--- config.mk ---
export PLATFORM = sky130hd
export DESIGN_NAME = lifo_stack
export DESIGN_NICKNAME = d
export VERILOG_FILES = /design/src/rtl/lifo_stack.sv
export SDC_FILE = /design/constraint.sdc
export NUM_CORES = 1
export LEC_CHECK = 0
export ABC_AREA = 0
export CORE_AREA = 2 2 82 84
export CTS_BUF_LIST = sky130_fd_sc_hd__clkbuf_4
export CTS_CLUSTER_SIZE = 28
export DETAILED_ROUTE_END_ITERATION = 8
export DIE_AREA = 0 0 84 86
export PLACE_DENSITY_LB_ADDON = 0.08
export SYNTH_ARGS = -nofsm -noshare
export SYNTH_HDL_FRONTEND = slang
export SYNTH_SLANG_ARGS = --single-unit
--- constraint.sdc ---
create_clock -name clk -period 3 [get_ports clk]
set_input_delay 0.9 -clock clk [delete_from_list [all_inputs] [get_ports clk]]
set_output_delay 0.9 -clock clk [all_outputs]
set_load 0.05 [all_outputs]
--- src/rtl/lifo_stack.sv ---
// Parametrised LIFO return-address stack with replace-top, occupancy count and sticky error flags.
// Build option STACK_OVERWRITE_EN: PUSH while full overwrites the top entry instead of being dropped.
module lifo_stack #(
    parameter  int WIDTH = 12,
    parameter  int DEPTH = 5,
    localparam int CW    = $clog2(DEPTH + 1)
) (
    input  logic             clk,
    input  logic             rst,
    input  logic [2:0]       op,
    input  logic [WIDTH-1:0] din,
    output logic [WIDTH-1:0] dout,
    output logic [CW-1:0]    count,
    output logic             full_n,
    output logic             empty_n,
    output logic             overflow,
    output logic             underflow
);

    localparam logic [2:0] OP_HOLD    = 3'b000;
    localparam logic [2:0] OP_PUSH    = 3'b001;
    localparam logic [2:0] OP_POP     = 3'b010;
    localparam logic [2:0] OP_CLEAR   = 3'b011;
    localparam logic [2:0] OP_REPLACE = 3'b100;

    logic [WIDTH-1:0] r_mem [DEPTH];
    logic [CW-1:0]    r_sp;
    logic             r_overflow;
    logic             r_underflow;

    logic             w_full;
    logic             w_empty;
    logic [DEPTH-1:0] w_we;
    logic [WIDTH-1:0] w_dout;

    assign w_full  = (r_sp == CW'(DEPTH));
    assign w_empty = (r_sp == '0);

    // Per-entry write enables; rst suppresses any write requested in the same cycle.
    always_comb begin
        w_we = '0;
        for (int i = 0; i < DEPTH; i++) begin
            case (op)
                OP_PUSH: begin
                    if (!w_full && (r_sp == CW'(i)))
                        w_we[i] = 1'b1;
`ifdef STACK_OVERWRITE_EN
                    if (w_full && (i == DEPTH - 1))
                        w_we[i] = 1'b1;
`endif
                end
                OP_REPLACE: begin
                    if (r_sp == CW'(i + 1))
                        w_we[i] = 1'b1;
                end
                default: ;
            endcase
        end
        if (rst)
            w_we = '0;
    end

    always_ff @(posedge clk) begin
        for (int i = 0; i < DEPTH; i++) begin
            if (w_we[i])
                r_mem[i] <= din;
        end
    end

    always_ff @(posedge clk) begin
        if (rst) begin
            r_sp        <= '0;
            r_overflow  <= 1'b0;
            r_underflow <= 1'b0;
        end else begin
            case (op)
                OP_HOLD: ;
                OP_PUSH: begin
                    if (w_full)
                        r_overflow <= 1'b1;
                    else
                        r_sp <= r_sp + CW'(1);
                end
                OP_POP: begin
                    if (w_empty)
                        r_underflow <= 1'b1;
                    else
                        r_sp <= r_sp - CW'(1);
                end
                OP_CLEAR: begin
                    r_sp        <= '0;
                    r_overflow  <= 1'b0;
                    r_underflow <= 1'b0;
                end
                OP_REPLACE: begin
                    if (w_empty)
                        r_underflow <= 1'b1;
                end
                default: ;
            endcase
        end
    end

    // Top-of-stack select; reads as zero when the stack is empty.
    always_comb begin
        w_dout = '0;
        for (int i = 0; i < DEPTH; i++) begin
            if (r_sp == CW'(i + 1))
                w_dout = r_mem[i];
        end
    end

    assign dout      = w_dout;
    assign count     = r_sp;
    assign full_n    = ~w_full;
    assign empty_n   = ~w_empty;
    assign overflow  = r_overflow;
    assign underflow = r_underflow;

endmodule

After elaboration in Yosys (flattened, before gate mapping)
Memory sizes are Yosys's and may differ from the RTL's.
Index checks and enable logic that the tools add are counted.
{"block": "word_totals", "regBits": 5, "mem_bits_rw": 60, "out_inout_bits": 19, "mem_count": 1}
{"name": "r_mem", "depth": 5, "word_bits": 12, "rd": 5, "rd_clocked_by_memory_dff": 0, "write_ports": 1, "line": "26", "source": "logic [WIDTH-1:0] r_mem [DEPTH];"}
{"block": "op_classes", "addsub": 2, "n_eq_ne": 13, "n_mux": 50, "n_bitwise": 2, "reduce_logical": 18}
{"operator": "12-bit 2-to-1 mux", "n": 9}
{"operator": "12-bit OR reduction", "n": 4}
{"operator": "1-bit 2-to-1 mux", "n": 26}
{"operator": "3-bit 2-to-1 mux", "n": 6}
{"operator": "1-bit one-hot mux with 2 select lines", "n": 7}
{"operator": "3-bit by 2-bit equality test with 1-bit output (second input constant)", "n": 4}
{"operator": "3-bit equality test (second input constant)", "n": 3}
{"operator": "3-bit one-hot mux with 3 select lines", "n": 1}
{"operator": "3-bit by 1-bit equality test with 1-bit output (second input constant)", "n": 2}
{"operator": "2-bit != test (second input constant)", "n": 3}
{"operator": "1-bit logical AND", "n": 5}
{"operator": "5-bit 2-to-1 mux", "n": 1}
{"operator": "2-bit AND reduction", "n": 2}
{"operator": "2-bit nonzero test", "n": 2}
{"operator": "3-bit by 1-bit adder with 3-bit output (second input constant)", "n": 1}
{"operator": "3-bit logical NOT", "n": 1}
{"operator": "3-bit AND reduction", "n": 1}
{"operator": "3-bit nonzero test", "n": 1}
{"operator": "3-bit by 1-bit subtractor with 3-bit output (second input constant)", "n": 1}
{"operator": "2-bit by 1-bit != test with 1-bit output (second input constant)", "n": 1}
{"operator": "1-bit NOT", "n": 2}
{"operator": "2-bit OR reduction", "n": 1}
{"operator": "1-bit logical NOT", "n": 1}

Longest topological paths before layout
{"block": "logic_depth", "ltp_word": 13, "depth_mapped": 9, "depth_no_buf": 6}

Least setup slack after synthesis
No wires, ideal clock.
{"block": "synth_timing", "path_kind": "register -> output", "startpoint": "register r_sp[2], in the netlist count[2]", "endpoint": "output dout[2]", "t_arrival_ns": 3.119, "path_slack_ns": -1.019, "path_stages_with_launch": 10, "n_path_buf": 4, "cell_sequence": "dfxtp_1 > buf_4 > inv_1 > buf_2 > ha_1 > clkbuf_1 > nor3b_2 > buf_2 > a221oi_1 > o21ai_0"}
{"block": "synth_between", "elab_chain_cells": 6, "word_cells_on_any_way": 10, "cone_classes": "5 x eq/ne; 5 x mux"}
{"element": "start, declared", "line": "27", "source": "logic [CW-1:0] r_sp;"}
{"element": "start signal, assigned", "line": "82", "source": "r_sp <= r_sp + CW'(1);"}
{"element": "start signal, assigned", "line": "88", "source": "r_sp <= r_sp - CW'(1);"}
{"element": "3-bit by 1-bit equality test with 1-bit output", "line": "108", "source": "if (r_sp == CW'(i + 1))"}
{"element": "12-bit 2-to-1 mux (4 in a row)", "line": "108"}
{"element": "12-bit 2-to-1 mux (*)", "line": "108"}
{"element": "end, declared", "line": "12", "source": "output logic [WIDTH-1:0] dout,"}
Mark *: on every way between the ends. The rest lies on a longest branch, timed or not.

Final worst setup path
{"block": "layout_timing", "startpoint": "register r_sp[0], in the netlist count[0]", "endpoint": "output dout[5]"}
Same word-level chain as after synthesis.

==> results.yml <==
outcome:
  status: "finished clean"
clock_tree:
  numCtsBuffers: 9
  h-tree-depth: 3
  insertion_delay_ns: 0.40
  clockRootBuffer: "clkbuf_4"
  hold_buffers: 0
  cts_tree: "done"
  clock_sinks: 65
  clk_path_buf_depth: 2
  path_clk_slew_ns: 0.11
worst_setup_path:
  cp-start-kind: "flip-flop"
  reg2reg_from: "count[1]$_SDFFE_PP0P_"
  cp_num_cells: 7
  crit_type: "reg2out"
  crit_chain: "ha_4, ha_4, buf_6, buf_4, a221oi_1, o21ai_2, buf_12"
  r2r_cells: 6
  cpMaxStageDelayCell: "dfxtp_4"
  cp.arrival_ns: 2.07
  startpoint: "count[0]$_SDFFE_PP0P_"
  critPathCaptureType: "primary output"
  cp_top_family: "buffers and inverters"
  critPathMaxStageDelay_ns: 0.37
  worst-endpoint-required_ns: 2.10
  path_common_cell: "ha_4"
  crit_buf_inv: 3
  cp_max_fo: 14
timing:
  slew_viol_final: 0
  fmax_mhz: 337
  finalSetupViolations: 0
  max_slew_margin_pct: 62.2
  tightest_slew_ns: 0.566
  fin_crit_ns: 2.97
  hold_viol_final: 0
  rsz0062_at_grt: "yes"
  skew_ns: 0.00418
  post-route-period-util_pct: 98.9
synthesis:
  synth-edff-count: 60
  synth.largest_area_cell: "edfxtp_1"
  synth.mux.area_fraction_pct: 0
  synth.cell_area_um2: 2790
  syn-instance-count: 204
  synthFlopType: "edfxtp_1"
  synth_xor_area_share_pct: 0.314
  synthTopCellsByArea: "edfxtp_1 (65%), a221oi_1 (3.8%), dfxtp_1 (3.6%)"
  synthAdderAreaFrac_pct: 2.69
  ys_seq_area_share_pct: 68.1
  syn_area_per_cell_um2: 13.7
  syn_nets: 227
  synth_top_family_by_area: "compound AO/OA/AOI/OAI gates"
  async_reset_ff_share_pct: 0
  ys_ff_latch: 65
  ys_types: 34
  synth_top_area_share_pct: 64.5
  yosysWarningCount: 0
  synth-simple-area-share_pct: 7.21
  synth-compound-area-share_pct: 16.7
floorplan:
  die_area_um2: 7220
  initial_core_util_pct: 44.5
  die_h_um: 86
  core_um2: 6280
  io_pins: 36
  placementRows: 29
  die_w_um: 84
power_and_ir_drop:
  p_per_area_nw_per_um2: 545
  power_leakage_nw: 1.26
  irDropWorstVdd_mv: 0.333
detailed_routing:
  first_iter_violations: 109
  first_pass_iters: 4
  vias: 1950
  totalWireLength_um: 6780
  drcViolationCount: 0
  via_per_inst: 5.77
  routedWlPerCell_um: 20.1
  final_antenna_net_count: 0
worst_hold_path:
  hp-class: "reg2reg"
  worstHoldStart: "overflow$_SDFFE_PP0P_"
  worst_hold_path.num_cells: 2
final_layout:
  stdcell_count: 338
  num_antenna_cells: 0
  final_common_cell: "edfxtp_1"
  drive_above_1_share_pct: 36.8
  most-common-layout-cells: "edfxtp_1 (60), clkdlybuf4s50_1 (21), inv_1 (17), nor2_1 (17), buf_4 (17)"
  nets: 279
  syn2layout_area_growth_pct: 34.9
  fin_area_um2: 3770
  utilization_pct: 60.0
global_route:
  antenna_found_initial: 0
  grt_pass1_wl_um: 10400
  gr-total-overflow: 0
  grt_usage_pct: 19.9
  grt_start_max_net_pins: 16
  grt_pass1_vias: 1970
place:
  placedCellCount: 318
  place_area_um2: 3460
  port_buffers: 35
  gp_congestion: 0.776
  dp_hpwl_um: 3940
run:
  maxCapViolCount: 0
==> worst register-to-register path, delay by kind of cell (launching register included) <==
kind,cells,cell delay [ns]
AO/OA/AOI/OAI,1,0.37
adder cells (fa/ha/maj),1,0.19
buffers and inverters,3,0.70
flip-flops,1,0.36
AND/OR/NAND/NOR,1,0.09
==> repair_timing <==
action | 4_1_cts | 5_1_grt
endpoints found under the setup margin | 12 | 12
buffers inserted | 3 | 0
cloned | 1 | 0
gates resized for setup | 19 | 16
pin swaps | 2 | 3
==> flip-flops by register name (all words and copies together), names as in the netlist <==
name / flops
count: 3
overflow: 1
underflow: 1
r_mem: 60
==> layout make-up <==
class	count	area, um2
Fill cell	518	2510
Sequential cell	65	1910
Inverter	17	63.8
Clock inverter	7	47.5
Timing Repair Buffer	55	643
Multi-Input combinational cell	108	937
Tap cell	77	96.3
Clock buffer	9	67.6
==> cells by family after synthesis <==
| logic type | Yosys count |
|---|---|
| flops | 65 |
| simple gates | 35 |
| buf+inv | 31 |
| fa+ha+maj | 6 |
| xor+xnor | 1 |
| compound gates | 66 |
==> layer usage <==
metal  wire length, um  GRT usage [%]  vias up
met3               383           5.58        6
met4                68           6.89        0
met2              3560           36.1       66
li1                  -              -      889
met1              2760           22.7      989
met5                 0              0        -
==> path summary, 6_finish.rpt <==
path                                               to  slack, ns
worst min register to register  overflow$_SDFFE_PP0P_       0.55
worst min-delay path            overflow$_SDFFE_PP0P_       0.55
worst max-delay path                          dout[5]       0.03
worst max register to register  r_mem[0][8]$_DFFE_PP_       1.00
==> stage by stage <==
| stage | setup slack [ns] | hold slack, ns | total power (W) | TNS [ns] |
|---|---|---|---|---|
| after floorplan | -0.0599 | 0.723 | 0.00133 | -0.400 |
| after global placement | -0.0631 | 0.507 | 0.00156 | -0.542 |
| after detailed placement | -0.119 | 0.536 | 0.00156 | -1.18 |
| after global routing | -0.0660 | 0.587 | 0.00215 | -0.658 |
| after CTS | -0.00688 | 0.549 | 0.00207 | -0.0131 |
| final | 0.0322 | 0.554 | 0.00205 | 0 |
==> report_power, final <==
| group | switching, W | internal (W) |
|---|---|---|
| sequential | 0.00000787 | 0.00100 |
| clock | 0.000314 | 0.000166 |
| combinational | 0.000323 | 0.000239 |
==> cells in the mapped netlist (4+ instances only) <==
cell type and number:
edfxtp_1 60, inv_1 17, o21ai_0 13, buf_2 6
dfxtp_1 5, ha_1 6, a22oi_1 13, buf_4 4
a21oi_1 13, a211oi_1 6, nor2b_1 4, a221oi_1 12
nor2_1 17
(Power assumes the default switching activity.)
